**config.mk**
```make
export PLATFORM = sky130hd
export DESIGN_NAME = ascon_cipher_collector
export DESIGN_NICKNAME = d
export VERILOG_FILES = /design/src/rtl/ascon_cipher_collector.sv
export SDC_FILE = /design/constraint.sdc
export NUM_CORES = 2
export LEC_CHECK = 0
export CORE_ASPECT_RATIO = 1.1
export CORE_MARGIN = 3
export CORE_UTILIZATION = 34
export DETAILED_ROUTE_END_ITERATION = 6
export PLACE_DENSITY = 0.52
export SYNTH_ARGS = -nofsm -noshare
export SYNTH_HDL_FRONTEND = slang
export SYNTH_SLANG_ARGS = --single-unit
export TNS_END_PERCENT = 10
```
**constraint.sdc**
```tcl
create_clock -name clock_i -period 4.9 [get_ports clock_i]
set_input_delay 0.49 -clock clock_i [delete_from_list [all_inputs] [get_ports clock_i]]
set_output_delay 0.49 -clock clock_i [all_outputs]
set_load 0.005 [all_outputs]
```
**src/rtl/ascon_cipher_collector.sv**
```systemverilog
// rtl/ascon_cipher_collector.sv - collects ascon cipher blocks and tag, streams them out as bytes
//
// Purpose:
//   Output-side companion to the ascon core. Packs up to NB_BLOCKS cipher
//   blocks into a frame buffer (first block most significant), captures the
//   tag, then streams the received cipher bytes followed by the tag bytes,
//   MSB first, over a valid/ready byte interface.
//
// Ports:
//   clock_i         system clock
//   reset_i         asynchronous active-low reset
//   start_i         one-cycle pulse, arms capture of a new frame (IDLE only)
//   cipher_i        cipher block from ascon
//   cipher_valid_i  cipher_i valid this cycle
//   end_cipher_i    ascon produced its last cipher block
//   tag_i           tag from ascon
//   end_tag_i       tag_i valid this cycle
//   byte_o          output byte (0 when byte_valid_o is low)
//   byte_valid_o    byte_o valid
//   byte_ready_i    sink accepts byte_o
//   busy_o          high in any state other than IDLE
//   done_o          one-cycle pulse after the last byte is accepted
//   overflow_o      sticky, a block arrived while the buffer was full
//
// Configuration:
//   ASCON_COLLECT_HEADER_EN  when defined, two header bytes (0xA5, payload
//                            length in bytes) precede the cipher bytes.

module ascon_cipher_collector #(
    parameter int NB_BLOCKS = 23,
    parameter int BLOCK_W   = 64,
    parameter int TAG_W     = 128
) (
    input  logic               clock_i,
    input  logic               reset_i,
    input  logic               start_i,
    input  logic [BLOCK_W-1:0] cipher_i,
    input  logic               cipher_valid_i,
    input  logic               end_cipher_i,
    input  logic [TAG_W-1:0]   tag_i,
    input  logic               end_tag_i,
    output logic [7:0]         byte_o,
    output logic               byte_valid_o,
    input  logic               byte_ready_i,
    output logic               busy_o,
    output logic               done_o,
    output logic               overflow_o
);

    localparam int BUF_W     = NB_BLOCKS * BLOCK_W;
    localparam int BLK_BYTES = BLOCK_W / 8;
    localparam int TAG_BYTES = TAG_W / 8;
    localparam int IW        = $clog2(BUF_W);
    localparam int TW        = $clog2(TAG_W);

`ifdef ASCON_COLLECT_HEADER_EN
    localparam logic [7:0] HDR_SYNC = 8'hA5;

    typedef enum logic [2:0] {
        IDLE,
        CAPTURE,
        WAIT_TAG,
        SEND_HEADER,
        SEND_CIPHER,
        SEND_TAG,
        DONE
    } state_t;
`else
    typedef enum logic [2:0] {
        IDLE,
        CAPTURE,
        WAIT_TAG,
        SEND_CIPHER,
        SEND_TAG,
        DONE
    } state_t;
`endif

    state_t             state;
    state_t             send_entry;
    logic [BUF_W-1:0]   buffer;
    logic [TAG_W-1:0]   tag_q;
    logic [4:0]         block_cnt;
    logic [7:0]         byte_cnt;

    logic               full;
    logic               store;
    logic               xfer;
    logic [4:0]         blocks_after;
    logic [7:0]         cipher_bytes;
    logic [IW-1:0]      blk_lsb;
    logic [IW-1:0]      byte_lsb;
    logic [TW-1:0]      tag_lsb;
    logic [7:0]         send_byte;

    always_comb begin
        full         = (block_cnt == 5'(NB_BLOCKS));
        store        = (state == CAPTURE) && cipher_valid_i && !full;
        // Block count as it will be after this cycle's store; decides whether
        // a tag arriving in the same cycle finds any cipher bytes to send.
        blocks_after = store ? block_cnt + 5'd1 : block_cnt;
        xfer         = byte_valid_o && byte_ready_i;
        cipher_bytes = 8'(block_cnt) * 8'(BLK_BYTES);
        blk_lsb      = IW'(BUF_W - BLOCK_W) - IW'(IW'(block_cnt) * IW'(BLOCK_W));
        byte_lsb     = IW'(BUF_W - 8) - IW'({byte_cnt, 3'b000});
        tag_lsb      = TW'(TAG_W - 8) - TW'({byte_cnt, 3'b000});
`ifdef ASCON_COLLECT_HEADER_EN
        send_entry   = SEND_HEADER;
`else
        send_entry   = (blocks_after == 5'd0) ? SEND_TAG : SEND_CIPHER;
`endif
    end

    // Output byte is a pure function of registered state, so it cannot move
    // while the sink stalls.
    always_comb begin
        send_byte = 8'h00;
        if (byte_valid_o) begin
            unique case (state)
`ifdef ASCON_COLLECT_HEADER_EN
                SEND_HEADER: send_byte = (byte_cnt == 8'd0) ? HDR_SYNC
                                                            : cipher_bytes + 8'(TAG_BYTES);
`endif
                SEND_CIPHER: send_byte = buffer[byte_lsb +: 8];
                SEND_TAG:    send_byte = tag_q[tag_lsb +: 8];
                default:     send_byte = 8'h00;
            endcase
        end
    end

    assign byte_o = send_byte;

    always_ff @(posedge clock_i or negedge reset_i) begin
        if (!reset_i) begin
            state        <= IDLE;
            buffer       <= '0;
            tag_q        <= '0;
            block_cnt    <= '0;
            byte_cnt     <= '0;
            byte_valid_o <= 1'b0;
            busy_o       <= 1'b0;
            done_o       <= 1'b0;
            overflow_o   <= 1'b0;
        end else begin
            done_o <= 1'b0;
            unique case (state)
                IDLE: begin
                    if (start_i) begin
                        state      <= CAPTURE;
                        busy_o     <= 1'b1;
                        block_cnt  <= '0;
                        byte_cnt   <= '0;
                        overflow_o <= 1'b0;
                    end
                end

                CAPTURE: begin
                    if (store) begin
                        buffer[blk_lsb +: BLOCK_W] <= cipher_i;
                        block_cnt                  <= block_cnt + 5'd1;
                    end else if (cipher_valid_i) begin
                        overflow_o <= 1'b1;
                    end
                    if (end_tag_i) begin
                        tag_q        <= tag_i;
                        byte_cnt     <= '0;
                        state        <= send_entry;
                        byte_valid_o <= 1'b1;
                    end else if (end_cipher_i || blocks_after == 5'(NB_BLOCKS)) begin
                        state <= WAIT_TAG;
                    end
                end

                WAIT_TAG: begin
                    if (cipher_valid_i && full) begin
                        overflow_o <= 1'b1;
                    end
                    if (end_tag_i) begin
                        tag_q        <= tag_i;
                        byte_cnt     <= '0;
                        state        <= send_entry;
                        byte_valid_o <= 1'b1;
                    end
                end

`ifdef ASCON_COLLECT_HEADER_EN
                SEND_HEADER: begin
                    if (xfer) begin
                        if (byte_cnt == 8'd1) begin
                            byte_cnt <= '0;
                            state    <= (block_cnt == 5'd0) ? SEND_TAG : SEND_CIPHER;
                        end else begin
                            byte_cnt <= byte_cnt + 8'd1;
                        end
                    end
                end
`endif

                SEND_CIPHER: begin
                    if (xfer) begin
                        if (byte_cnt == cipher_bytes - 8'd1) begin
                            byte_cnt <= '0;
                            state    <= SEND_TAG;
                        end else begin
                            byte_cnt <= byte_cnt + 8'd1;
                        end
                    end
                end

                SEND_TAG: begin
                    if (xfer) begin
                        if (byte_cnt == 8'(TAG_BYTES - 1)) begin
                            state        <= DONE;
                            byte_valid_o <= 1'b0;
                            done_o       <= 1'b1;
                        end else begin
                            byte_cnt <= byte_cnt + 8'd1;
                        end
                    end
                end

                DONE: begin
                    state  <= IDLE;
                    busy_o <= 1'b0;
                end

                default: begin
                    state        <= IDLE;
                    byte_valid_o <= 1'b0;
                    busy_o       <= 1'b0;
                end
            endcase
        end
    end

endmodule

```
* Yosys cells after proc, flatten, opt, wreduce, memory -nomap -nowiden
Cells that the tools add are included.
** Cells by class
- $add $sub $neg :: 7
- Muxes and demuxes :: 37
- Equality and inequality tests :: 21
- Bitwise logic cells :: 2
- Shift-type cells :: 4
- Reductions and logical operators :: 22
** Operators with widths (number)
- $bwmux W1472 :: 1
- $shift A64 B13 Y1472 const A :: 1
- $shiftx A1472 B12 Y8 :: 1
- $shiftx A64 B13 Y1472 :: 1
- $shiftx A128 B8 Y8 :: 1
- $mux W8 :: 7
- $pmux W8 S4 :: 1
- $mux W3 :: 9
- $sub A11 B11 Y11 const A :: 2
- $ne A2 B2 Y1 const B :: 10
- $pmux W8 S2 :: 1
- $pmux W3 S5 :: 1
- $neg A11 Y13 :: 1
- $mux W1 :: 11
- $eq A5 B5 Y1 const B :: 2
- $mux W5 :: 2
- $pmux W5 S2 :: 1
- $add A8 B1 Y8 const B :: 1
- $eq A8 B4 Y1 const B :: 1
- $eq A8 B8 Y1 :: 1
- $reduce_and A2 Y1 :: 4
- $sub A8 B1 Y8 const B :: 1
- $reduce_and A7 Y1 :: 1
- $sub A7 B7 Y7 const A :: 1
- 23 further kinds :: 30
** Storage, ports and cells
- Flip-flop bits (word level) :: 1620
- Logic and storage cells :: 102
- Input port bits :: 199

* Longest topological paths before layout
- Depth after elaboration :: 9
- Gate-level depth with buffers :: 15
- Gate-level depth less buffers :: 9

* Worst setup path before layout
Ideal clock, no wire load.
- Path kind :: register -> register
- Start point :: reg block_cnt[0]
- End point :: reg buffer[1260]
- Stages on the path, launching flop included :: 16
- Data arrival time :: 2944 ps
- Period minus slack after synthesis :: 3089 ps
- Path slack :: 1811 ps
- Required time :: 4755 ps
- Setup time :: 145 ps
- Cells stage by stage :: dfrtp_1 -> buf_2 -> inv_1 -> ha_1 -> buf_2 -> nand2b_1 -> clkbuf_1 -> xnor3_1 -> nand2_1 -> o21a_1 -> buf_2 -> or3b_1 -> buf_2 -> clkbuf_1 -> nand2_1 -> o31ai_2
** Between the ends
- Cells in the longest elaborated chain, start to end :: 4
** RTL lines
- from (decl) :: line 83 : logic [4:0] block_cnt;
- from (signal assigned) :: line 160 : block_cnt <= block_cnt + 5'd1;
- $sub A11 B11 Y11 / $eq A5 B5 Y1 (equally long branches) :: line 104, 97
- $neg A11 Y13 / $logic_not A1 Y1 (equally long branches) :: line 159, 98
- $shiftx A64 B13 Y1472, or another cell as far along :: line 159 : buffer[blk_lsb +: BLOCK_W] <= cipher_i;
- $bwmux W1472 / $reduce_and A2 Y1 (equally long branches)
- to (signal, indexed assignment) :: line 159
- to (decl) :: line 81 : logic [BUF_W-1:0] buffer;
Parallel ways exist; a longest one is shown, timed or not.
A chain may end at the register's enable or synchronous reset.

* Worst setup path in the final report
- Start point :: reg byte_cnt[2]
- End point :: out byte_o[2]
** Between the ends
- Cells in the longest elaborated chain, start to end :: 4
** RTL lines
- from (decl) :: line 84 : logic [7:0] byte_cnt;
- from (signal assigned) :: line 205 : byte_cnt <= byte_cnt + 8'd1;
- from (signal assigned) :: line 217 : byte_cnt <= byte_cnt + 8'd1;
- $sub A11 B11 Y11 / $sub A7 B7 Y7 (equally long branches) :: line 105, 106
- $shiftx A1472 B12 Y8 / $shiftx A128 B8 Y8 (equally long branches) :: line 124, 125
- $pmux W8 S2 (*) :: line 119 : unique case (state)
- $mux W8 (*) :: line 118 : if (byte_valid_o) begin
- to (decl) :: line 42 : output logic [7:0] byte_o,
Mark *: on every way between the ends. The rest lies on a longest branch, timed or not.

==> out/qor.txt <==
Status: finished, final reports clean
Worst EP arrival: 4.36 ns
Port Buf Inserts: 210
Die extent in x: 455 µm
CTS tree: yes
DR iter-0 viols: 4,671
DRC: 0
Most frequent cells in the layout: dfrtp_1 (1,616), nand2_1 (1,615), o21ai_0 (782), mux2_2 (431), mux4_2 (356)
Global route overflow: 0
Largest fanout on the critical path: 25
Register area share after synthesis: 0.539
Final non-filler cell total: 9,690
Vias post-DR: 53.5k
Post-synth net total: 6,759
Tot Pwr: 38.6 mW
Layout cell share with drive strength beyond 1: 0.226
Synth warn: 0
TritonRoute pass-1 iters: 6
Die area: 227,000 µm²
Async SR Flop Fraction: 1.00
Pins Over Slew Limit: 0
Initial antenna violation count: 35
Crit. End Element: primary output
Cell variety after synth: 82
Clock skew: 0.0463 ns
Maximum VDD drop: 0.476 mV
Wirelength per Cell: 26.3 µm
CP max-delay cell: dfrtp_4
Final setup fails: 0
Leakage: 36.8 nW
CTS buffer count: 174
Rel. slew slack: 0.231
Max Root-Sink Buffers: 3
Most common cell after layout, fill and taps aside: dfrtp_1
Worst reg2reg path endpoint: buffer[1234]
Fmax achieved: 0.206 GHz
Total core area: 219,000 µm²
Final worst-path cycle share: 0.990
Syn avg cell area: 11.5 µm²
Final worst slack: 0.0505 ns
Clock Pin Slew Worst Setup and Hold Paths: 0.06 ns
EDFF count, synth: 0
R2r startpoint: block_cnt[1]
Setup CP Type: reg -> out
Clock Latency Late Sink: 0.86 ns
Row cnt: 180
Startpoint types: flop
Clock sink count: 1,620
Top Ports: 211
Vias in the first global route: 54.2k
Synth Register Bits: 1,620
Power Density: 439 nW/µm²
Crit-path max cell delay: 0.64 ns
Initial Utilization: 0.343
Crit-path leading delay family: simple AND/OR/NAND/NOR gates
Die H: 499 µm
Gate Count Post-Synth: 6,551
Required @ worst endpoint: 4.41 ns
R2R depth: 10
Placer Congestion: 0.861
Hold Path Class: in -> async
CTS H-tree depth: 4
R2r setup slk: 0.86 ns
Least-Margin Pin Slew: 1.15 ns
Largest net degree at the start of global routing: 169
Area Growth Syn to Fin: 16.8%
Critical path startpoint: byte_cnt[2]
Most frequent CP cell: buf_4
Layout Utilization: 0.401
Post-DRT Antenna Nets: 0
Pre-CTS setup slack: -0.191 ns
RSZ-0062 raised after global routing: no
GRT Overall Usage: 0.225
CP Buf/Inv Count: 3
Final Hold Vio Count: 0
DP HPWL: 168 mm
Wirelength, routed: 255 mm
Crit path cell chain: buf_4 > nor2b_1 > a2111oi_0 > or4_1 > o2111ai_1 > a31oi_4 > buf_4 > a31o_1 > dlygate4sd2_1
First-pass GRT wire length: 379 mm
Top_reg_cell synth: dfrtp_1
Min Clock Period, post-route: 4.85 ns
Clock root buffer: clkbuf_16
Max-capacitance violation count: 0
Final nets: 6,838
Placed cells: 9,334
Post-Syn Area: 75,300 µm²
Via density: 5.52
-- power by group --
group / total, mW / leakage [nW] / switching [mW] / internal [mW]
Combinational: 9.56 / 11.7 / 5.91 / 3.64
Clock: 13.4 / 2.84 / 5.82 / 7.56
Sequential: 15.7 / 22.3 / 0.780 / 14.9
Total: 38.6 / 36.8 / 12.5 / 26.1
-- kinds of logic (layout without fill, tap and decap cells) --
| group | after synthesis | count (layout) | share of synthesized area |
|---|---|---|---|
| DFF | 1620 | 1620 | 0.539 |
| xor gates and xnor gates | 24 | 24 | 0.00367 |
| buffers and inverters | 625 | 842 | 0.0396 |
| other | 0 | 9 | 0 |
| and+or+nand+nor | 1817 | 1818 | 0.0958 |
| muxes | 993 | 993 | 0.199 |
| adders and majority gates | 9 | 9 | 0.00150 |
| AOI/OAI and AO/OA | 1463 | 1463 | 0.122 |
-- registers in the layout, indices dropped and copies added (netlist names), 3 cells and up --
name,count
buffer,1472
tag_q,128
byte_cnt,8
block_cnt,5
state,3
-- timing repair --
item,4_1_cts,5_1_grt
endpoints found under the hold margin,82,0
hold buffers,1,0
setup buffers,19,5
gates resized for setup,97,27
pin swaps,10,4
gates cloned,7,0
endpoints found under the setup margin,8,4
-- worst register-to-register path: stages (launching register included) --
cell and delay, ns:
dfrtp_1 0.59, inv_1 0.17, ha_1 0.61, nand2b_1 0.33, xnor3_1 0.28, nand2_1 0.10, o21a_4 0.73, or3b_4 0.62
buf_12 0.32, nand2_1 0.15, o31ai_2 0.06
-- layout make-up --
class | count | area (µm²)
fill | 21000 | 131000
sequential | 1620 | 40600
multi-input combinational | 4307 | 32400
timing repair buffer | 518 | 5480
clock buffer | 265 | 5140
tap | 2912 | 3640
clock inverter | 50 | 674
inverter | 9 | 46.3
antenna | 9 | 22.5
-- cell usage after synthesis, drive strengths merged, types with 8 or more instances --
cell	n	area, µm²
o21ai	815	4080
o22ai	34	213
buf	216	1450
o31ai	388	3190
o221ai	62	543
ha	9	113
a22oi	14	105
nor2	42	158
mux2i	177	1770
mux4	356	8020
mux2	460	5180
a31oi	13	81.3
nand2	1621	6080
nor4	14	87.6
nor3	35	209
nand3	35	193
xnor2	17	175
dfrtp	1620	40500
and2	8	50.1
a21oi	61	313
clkbuf	400	1500
nor2b	14	87.6
or3	11	68.8
a211oi	13	97.6
-- stage by stage --
stage | hold WS (ns) | TNS, ns | area, µm²
floorplan | 0.194 | 0 | 75300
global placement | 0.454 | -0.279 | 81100
detailed placement | 0.461 | -0.195 | 81100
CTS | 0.159 | -0.262 | 87800
global route | 0.198 | 0 | 87900
finish | 0.234 | 0 | 87900
-- layer usage --
layer / vias to the layer above / GRT usage / share of wire / routed length (µm)
met3: 374 / 0.0366 / 0.060 / 15400
met5: - / 0 / 0.00016 / 41
met1: 27900 / 0.319 / 0.44 / 113000
met4: 6 / 0.0615 / 0.027 / 6780
li1: 23600 / - / - / -
met2: 1640 / 0.356 / 0.47 / 120000
-- how the worst max path moves through the flow --
stage / end / slack (ns) / depth (start not counted)
floorplan: buffer[1260] / 1.81 / 15
global placement: byte_o[5] / -0.27 / 9
finish: byte_o[2] / 0.05 / 9
detailed placement: byte_o[5] / -0.19 / 9
global route: byte_o[0] / 0.005 / 12
CTS: byte_o[6] / -0.09 / 11
No activity file was read; power rests on OpenSTA's default activity.
